### config.mk
export PLATFORM = sky130hd
export DESIGN_NAME = sprite_line_scan_flat
export DESIGN_NICKNAME = d
export VERILOG_FILES = /design/src/rtl/sprite_line_scan_if.sv /design/src/rtl/sprite_line_scan.sv /design/src/flat_wrapper.sv
export SDC_FILE = /design/constraint.sdc
export NUM_CORES = 1
export LEC_CHECK = 0
export ABC_AREA = 1
export CAP_MARGIN = 20
export CORE_MARGIN = 3
export CORE_UTILIZATION = 25
export DETAILED_ROUTE_END_ITERATION = 7
export PLACE_DENSITY = 0.4
export SYNTH_ARGS = -nofsm -noshare
export SYNTH_HDL_FRONTEND = slang
export SYNTH_SLANG_ARGS = --single-unit
### constraint.sdc
create_clock -name clk -period 7.6 [get_ports clk]
set_input_delay 1.14 -clock clk [delete_from_list [all_inputs] [get_ports clk]]
set_output_delay 1.14 -clock clk [all_outputs]
set_load 0.05 [all_outputs]
### src/rtl/sprite_line_scan_if.sv
// Attribute-write, line-scan request and published slot-list signals for sprite_line_scan.
interface sprite_line_scan_if #(
  parameter int unsigned SLOTS = 4
) ();
  logic                 load_pos;
  logic                 load_att;
  logic [4:0]           sprite_sel;
  logic [9:0]           x_in;
  logic [8:0]           y_in;
  logic                 visible_in;
  logic                 line_start;
  logic [8:0]           line_num;
  logic [SLOTS-1:0]     slot_valid;
  logic [5*SLOTS-1:0]   slot_id;
  logic [10*SLOTS-1:0]  slot_x;
  logic [4*SLOTS-1:0]   slot_row;
  logic                 scan_busy;
  logic                 line_overflow;

  modport master (
    output load_pos, load_att, sprite_sel, x_in, y_in, visible_in, line_start, line_num,
    input  slot_valid, slot_id, slot_x, slot_row, scan_busy, line_overflow
  );

  modport slave (
    input  load_pos, load_att, sprite_sel, x_in, y_in, visible_in, line_start, line_num,
    output slot_valid, slot_id, slot_x, slot_row, scan_busy, line_overflow
  );
endinterface

### src/rtl/sprite_line_scan.sv
// Sprite attribute table plus a one-entry-per-cycle line scanner that publishes
// up to SLOTS hits (lowest index first) and an overflow flag per line.
module sprite_line_scan #(
  parameter int unsigned NUM_SPRITES = 32,
  parameter int unsigned SLOTS       = 4,
  parameter int unsigned SPRITE_H    = 16
) (
  input  logic              clk,
  input  logic              rst,
  sprite_line_scan_if.slave bus
);

  localparam int unsigned IDX_W = (NUM_SPRITES > 1) ? $clog2(NUM_SPRITES) : 1;
  localparam int unsigned CNT_W = $clog2(SLOTS + 1);

  typedef enum logic [1:0] {IDLE, SCAN, PUBLISH} state_t;

  typedef struct packed {
    logic [4:0] id;
    logic [9:0] x;
    logic [3:0] row;
  } slot_t;

  logic [9:0]             x_mem [NUM_SPRITES];
  logic [8:0]             y_mem [NUM_SPRITES];
  logic [NUM_SPRITES-1:0] vis_mem;

  state_t              state_q, state_d;
  logic [IDX_W-1:0]    idx_q, idx_d;
  logic [CNT_W-1:0]    cnt_q, cnt_d;
  logic [8:0]          line_q, line_d;
  logic                wovf_q, wovf_d;
  slot_t               wslot_q [SLOTS];
  slot_t               wslot_d [SLOTS];
  logic [SLOTS-1:0]    wvalid_q, wvalid_d;

  logic [SLOTS-1:0]    valid_q, valid_d;
  logic [5*SLOTS-1:0]  id_q, id_d;
  logic [10*SLOTS-1:0] x_q, x_d;
  logic [4*SLOTS-1:0]  row_q, row_d;
  logic                busy_q, busy_d;
  logic                ovf_q, ovf_d;

  logic                sel_ok;
  logic [9:0]          line_w, y_w, diff;
  logic                hit;
  slot_t               hit_slot;

  assign sel_ok = 32'(bus.sprite_sel) < NUM_SPRITES;

  // Attribute table; a write lands at the edge, so a same-cycle scan sees the old entry.
  always_ff @(posedge clk) begin
    if (rst) begin
      for (int i = 0; i < NUM_SPRITES; i++) begin
        x_mem[i] <= '0;
        y_mem[i] <= '0;
      end
      vis_mem <= '0;
    end else if (sel_ok) begin
      if (bus.load_pos) begin
        x_mem[bus.sprite_sel] <= bus.x_in;
        y_mem[bus.sprite_sel] <= bus.y_in;
      end
      if (bus.load_att) begin
        vis_mem[bus.sprite_sel] <= bus.visible_in;
      end
    end
  end

  // Hit test in 10-bit unsigned arithmetic; line < y never wraps into a hit.
  always_comb begin
    line_w       = {1'b0, line_q};
    y_w          = {1'b0, y_mem[idx_q]};
    diff         = line_w - y_w;
    hit          = vis_mem[idx_q] && (line_w >= y_w) && (diff < 10'(SPRITE_H));
    hit_slot.id  = 5'(idx_q);
    hit_slot.x   = x_mem[idx_q];
    hit_slot.row = diff[3:0];
  end

  always_ff @(posedge clk) begin
    if (rst) begin
      state_q  <= IDLE;
      idx_q    <= '0;
      cnt_q    <= '0;
      line_q   <= '0;
      wovf_q   <= 1'b0;
      wvalid_q <= '0;
      for (int k = 0; k < SLOTS; k++) wslot_q[k] <= '0;
      valid_q  <= '0;
      id_q     <= '0;
      x_q      <= '0;
      row_q    <= '0;
      busy_q   <= 1'b0;
      ovf_q    <= 1'b0;
    end else begin
      state_q  <= state_d;
      idx_q    <= idx_d;
      cnt_q    <= cnt_d;
      line_q   <= line_d;
      wovf_q   <= wovf_d;
      wvalid_q <= wvalid_d;
      for (int k = 0; k < SLOTS; k++) wslot_q[k] <= wslot_d[k];
      valid_q  <= valid_d;
      id_q     <= id_d;
      x_q      <= x_d;
      row_q    <= row_d;
      busy_q   <= busy_d;
      ovf_q    <= ovf_d;
    end
  end

  // Next-state and datapath; line_start from any state restarts the scan.
  always_comb begin
    state_d  = state_q;
    idx_d    = idx_q;
    cnt_d    = cnt_q;
    line_d   = line_q;
    wovf_d   = wovf_q;
    wvalid_d = wvalid_q;
    for (int k = 0; k < SLOTS; k++) wslot_d[k] = wslot_q[k];
    valid_d  = valid_q;
    id_d     = id_q;
    x_d      = x_q;
    row_d    = row_q;
    ovf_d    = ovf_q;

    if (bus.line_start) begin
      state_d  = SCAN;
      idx_d    = '0;
      cnt_d    = '0;
      line_d   = bus.line_num;
      wovf_d   = 1'b0;
      wvalid_d = '0;
      for (int k = 0; k < SLOTS; k++) wslot_d[k] = '0;
    end else begin
      unique case (state_q)
        IDLE: begin
          state_d = IDLE;
        end
        SCAN: begin
          if (hit) begin
            if (cnt_q < CNT_W'(SLOTS)) begin
              for (int k = 0; k < SLOTS; k++) begin
                if (cnt_q == CNT_W'(k)) begin
                  wslot_d[k]  = hit_slot;
                  wvalid_d[k] = 1'b1;
                end
              end
              cnt_d = cnt_q + CNT_W'(1);
            end else begin
              wovf_d = 1'b1;
            end
          end
          if (idx_q == IDX_W'(NUM_SPRITES - 1)) begin
            state_d = PUBLISH;
          end else begin
            idx_d = idx_q + IDX_W'(1);
          end
        end
        PUBLISH: begin
          for (int k = 0; k < SLOTS; k++) begin
            valid_d[k]        = wvalid_q[k];
            id_d[5*k +: 5]    = wslot_q[k].id;
            x_d[10*k +: 10]   = wslot_q[k].x;
            row_d[4*k +: 4]   = wslot_q[k].row;
          end
          ovf_d   = wovf_q;
          state_d = IDLE;
        end
        default: begin
          state_d = IDLE;
        end
      endcase
    end

    busy_d = (state_d != IDLE);
  end

  assign bus.slot_valid    = valid_q;
  assign bus.slot_id       = id_q;
  assign bus.slot_x        = x_q;
  assign bus.slot_row      = row_q;
  assign bus.scan_busy     = busy_q;
  assign bus.line_overflow = ovf_q;

endmodule

### src/flat_wrapper.sv
// flat-port wrapper written by rule: the top's interface ports become plain ports
module sprite_line_scan_flat 
#(
  parameter int unsigned NUM_SPRITES = 32,
  parameter int unsigned SLOTS       = 4,
  parameter int unsigned SPRITE_H    = 16
)
  (clk, rst, bus_load_pos, bus_load_att, bus_sprite_sel, bus_x_in, bus_y_in, bus_visible_in, bus_line_start, bus_line_num, bus_slot_valid, bus_slot_id, bus_slot_x, bus_slot_row, bus_scan_busy, bus_line_overflow);
  sprite_line_scan_if #(.SLOTS(SLOTS)) bus_i ();
  input  logic clk;
  input  logic rst;
  input wire logic [$bits(bus_i.load_pos)-1:0] bus_load_pos;
  input wire logic [$bits(bus_i.load_att)-1:0] bus_load_att;
  input wire logic [$bits(bus_i.sprite_sel)-1:0] bus_sprite_sel;
  input wire logic [$bits(bus_i.x_in)-1:0] bus_x_in;
  input wire logic [$bits(bus_i.y_in)-1:0] bus_y_in;
  input wire logic [$bits(bus_i.visible_in)-1:0] bus_visible_in;
  input wire logic [$bits(bus_i.line_start)-1:0] bus_line_start;
  input wire logic [$bits(bus_i.line_num)-1:0] bus_line_num;
  output wire logic [$bits(bus_i.slot_valid)-1:0] bus_slot_valid;
  output wire logic [$bits(bus_i.slot_id)-1:0] bus_slot_id;
  output wire logic [$bits(bus_i.slot_x)-1:0] bus_slot_x;
  output wire logic [$bits(bus_i.slot_row)-1:0] bus_slot_row;
  output wire logic [$bits(bus_i.scan_busy)-1:0] bus_scan_busy;
  output wire logic [$bits(bus_i.line_overflow)-1:0] bus_line_overflow;
  assign bus_i.load_pos = bus_load_pos;
  assign bus_i.load_att = bus_load_att;
  assign bus_i.sprite_sel = bus_sprite_sel;
  assign bus_i.x_in = bus_x_in;
  assign bus_i.y_in = bus_y_in;
  assign bus_i.visible_in = bus_visible_in;
  assign bus_i.line_start = bus_line_start;
  assign bus_i.line_num = bus_line_num;
  assign bus_slot_valid = bus_i.slot_valid;
  assign bus_slot_id = bus_i.slot_id;
  assign bus_slot_x = bus_i.slot_x;
  assign bus_slot_row = bus_i.slot_row;
  assign bus_scan_busy = bus_i.scan_busy;
  assign bus_line_overflow = bus_i.line_overflow;
  sprite_line_scan #(.NUM_SPRITES(NUM_SPRITES), .SLOTS(SLOTS), .SPRITE_H(SPRITE_H)) u_core (.clk(clk), .rst(rst), .bus(bus_i));
endmodule
==> key figures <==
Outcome
  – Status: finished clean

Yosys
  – Number of flops mapped to enable cells by yosys: 608
  – Seq/Total Area, Yosys: 62.47%
  – Top-count cell post-synth: nor2_1
  – Post-synth top flop: edfxtp_1
  – Mean Syn Cell Area: 9.236 µm²
  – Post-synth top cells: 988 x nor2_1, 617 x nand2_1, 608 x edfxtp_1, 313 x o21ai_0, 250 x clkbuf_1
  – Yosys top cell by area: edfxtp_1
  – Syn Inst Count: 3924
  – Post-synth top area share: 50.38%
  – Syn Nets: 3980
  – Number of synthesis warnings: 0
  – Mapped Area: 0.03624 mm²
  – Seq cells post-synth: 827
  – Top post-synthesis cells by area: edfxtp_1 50%, dfxtp_1 12%, nor2_1 10%, nand2_1 6.4%, o21ai_0 4.3%
  – Post-synthesis cell type count: 40
  – Ys async rst share: 0%

Floorplanning
  – Die Wd: 386.7 µm
  – Core ar.: 0.1438 mm²
  – Die area: 0.1496 mm²
  – Chip height: 386.7 µm
  – FP Rows: 139
  – Starting Density: 25.20%
  – # IOs: 121

Route
  – Vias per Instance: 4.699
  – Routed WL: 130400 µm
  – Final ANT Viol Nets: 0
  – Per-cell routed wire length: 22.12 µm
  – Initial DRT Pass Iterations: 7
  – Vias after detailed routing: 27700
  – Initial DRC count: 2352
  – Remaining DRCs: 0

Clock network
  – CTS Buf Count: 97
  – Clock Path Buffers: 3
  – Post-cts hold buffer count: 0
  – Clock transition at the registers of the reported paths: 0.06 ns
  – H-tree levels: 3
  – Clock root cell: clkbuf_16
  – Total clock sinks: 827
  – CTS tree: done
  – Number of buffers added for setup after CTS: 0
  – Worst skew pair latency: 0.68 ns
  – Post-CTS Resized: 0

Timing
  – Final Max Tran Viols: 0
  – Worst Tran Pin Value: 1.096 ns
  – Final worst slack: 2.411 ns
  – Fin crit share: 68.28%
  – Relative max-transition margin: 26.30%
  – Final setup vio count: 0
  – Setup TNS: 0 ns
  – Min cycle time layout: 5.189 ns
  – Hold Vio Cnt, Final: 0
  – RSZ-0062 raised after global routing: no
  – Fmax: 192.7 MHz
  – Layout Skew: 0.03079 ns

Place
  – IO Port Bufs: 120
  – Routability cong.: 0.8148
  – Cell Area, Placed: 0.03927 mm²
  – Setup slack after placement: 2.221 ns
  – Placed wire-length estimate: 78290 µm

Global route
  – GR Util met3: 2.925%
  – First-pass GRT wire length: 190600 µm
  – Initial antenna violation count: 8
  – Vias in the first global route: 26710
  – GR Layer Usage met2: 27.01%
  – GR peak layer: met2
  – Grt total ovfl: 0
  – Largest net degree at the start of global routing: 126
  – Gr usage total: 17.01%
  – Met1 Track Usage GR: 23.38%

Finish
  – Fillers: 15050
  – Layout cells sized above 1: 6.819%
  – Area grow syn2layout: 17.30%
  – Layout Nets: 3965
  – Fin area: 0.04251 mm²

Pwr
  – PD cells: 245.6 mW/mm²
  – Max IR drop VDD: 161.6 µV
  – Leakage power: 16.01 nW

Hold path
  – Min-delay src: u_core.vis_mem[3]
  – Worst min-delay path class: flip-flop to flip-flop
  – Min-Delay Endpoint: u_core.vis_mem[3]
  – Worst hold stages: 2

Critical path
  – Worst EP required: 8.20 ns
  – Worst-path maximum fanout: 113
  – Worst R2R Setup Slack: 2.41 ns
  – CP startpoint kind: flip-flop
  – Reg2Reg Depth: 22
  – CP arrival: 5.79 ns
  – Reg-to-reg critical path endpoint: u_core.wslot_q[0][74]
  – Endpoint type of the worst setup path: flip-flop
  – Worst Path Class, Setup: flip-flop to flip-flop

Run
  – Max cap viols: 0
==> metal layers <==
layer | wire length, µm | vias to the layer above
met5 | 65 | -
met4 | 3995 | 10
met3 | 6992 | 188
met2 | 59470 | 722
met1 | 59870 | 13660
li1 | - | 13120
==> sequential cells by signal, indices dropped and copies added, names as in the netlist, named ones only <==
name                      count
u_core.cnt_q                  3
u_core.wovf_q                 1
u_core.idx_q                  5
u_core.line_q                 9
u_core.wslot_q               76
u_core.wvalid_q               4
u_core.bus.slot_valid         4
u_core.state_q                2
u_core.bus.line_overflow      1
u_core.bus.slot_id           20
u_core.bus.slot_x            40
u_core.bus.slot_row          16
u_core.x_mem                320
u_core.vis_mem               32
u_core.y_mem                288
u_core.bus.scan_busy          1
==> critical path, stage by stage, from the launching register on <==
cell and delay (ns):
dfxtp_4 0.45, inv_8 0.56, buf_4 0.48, o21ai_0 0.13, o221ai_1 0.54, nand3_1 0.29
a32oi_1 0.29, ha_1 0.27, fa_1 0.24, inv_1 0.07, nand3_1 0.07, nand2_1 0.09
nand2_1 0.12, nand2_1 0.07, nand2_1 0.09, inv_2 0.04, nor2_2 0.10, nand2_2 0.10
nor2_8 0.20, nand4_4 0.48, nand2_1 0.20, nand2_1 0.06, nor2_1 0.11
==> how the worst max path moves through the flow <==
stage                 startpoint               endpoint  slack [ns]  depth (start not counted)
6_report               flip-flop  u_core.wslot_q[0][74]        2.41                         22
5_1_grt                flip-flop  u_core.wslot_q[0][54]        2.01                         20
4_1_cts                flip-flop  u_core.wslot_q[0][64]        2.40                         21
3_5_place_dp   bus_sprite_sel[4]    u_core.x_mem[24][3]        2.22                          6
3_3_place_gp   bus_sprite_sel[4]    u_core.x_mem[24][3]        2.19                          6
2_1_floorplan          flip-flop  u_core.wslot_q[0][32]        4.19                         25
==> report_power, final <==
part	switching [mW]	internal, mW	leakage (nW)	total (mW)
combinational	0.604	0.177	6.93	0.781
clock	1.95	2.63	1.52	4.58
sequential	0.0538	5.02	7.55	5.08
==> cells by family (layout without fill, tap and decap cells) <==
group / count (synthesis) / in the layout / share of synthesized area, %
AND/OR/NAND/NOR: 1903 / 1903 / 21.13
flip-flops: 827 / 827 / 62.47
XOR/XNOR: 3 / 3 / 0.07251
AO/OA/AOI/OAI: 629 / 629 / 9.653
other: 0 / 3 / 0
adder cells (fa/ha/maj): 17 / 17 / 0.6076
buffers and inverters: 545 / 610 / 6.062
==> cell usage in the layout (no fill, tap or decap), types with 5 or more instances in the layout <==
| cell type | instances |
|---|---|
| o211ai_1 | 5 |
| inv_2 | 7 |
| a21oi_1 | 193 |
| buf_4 | 86 |
| nor3_1 | 7 |
| buf_12 | 6 |
| dfxtp_1 | 216 |
| edfxtp_1 | 608 |
| nand4_1 | 26 |
| clkbuf_1 | 23 |
| nor2_1 | 985 |
| clkinv_1 | 17 |
| o311ai_0 | 7 |
| nand2_1 | 617 |
| clkbuf_8 | 9 |
| ha_1 | 16 |
| clkbuf_16 | 101 |
| o21ai_0 | 313 |
| o22ai_1 | 28 |
| o221ai_1 | 56 |
| clkdlybuf4s50_1 | 120 |
| nand3_1 | 247 |
| buf_16 | 6 |
| clkinv_2 | 17 |
| inv_1 | 200 |
| o31ai_1 | 18 |
==> per-stage QoR <==
step,util (%),power (mW),std cells,hold slack [ns]
6_report,29.56,10.44,5895,0.4438
3_5_place_dp,27.30,5.959,5707,0.4359
5_1_grt,29.55,10.83,5893,0.4638
4_1_cts,29.45,10.57,5886,0.4452
2_1_floorplan,-,5.581,3924,0.4237
3_3_place_gp,27.28,5.960,5706,0.4347
==> final cells by class <==
cell class | count | area [µm²] | share of cell area, %
Clock inverter | 44 | 332.8 | 0.7829
Multi-Input combinational cell | 2552 | 11430 | 26.89
Clock buffer | 135 | 2753 | 6.475
Antenna cell | 3 | 7.507 | 0.01766
Timing Repair Buffer | 219 | 2147 | 5.050
Tap cell | 1903 | 2381 | 5.601
Sequential cell | 827 | 22650 | 53.28
Inverter | 212 | 809.5 | 1.904
Note: power is estimated with default switching activity, not from simulation.
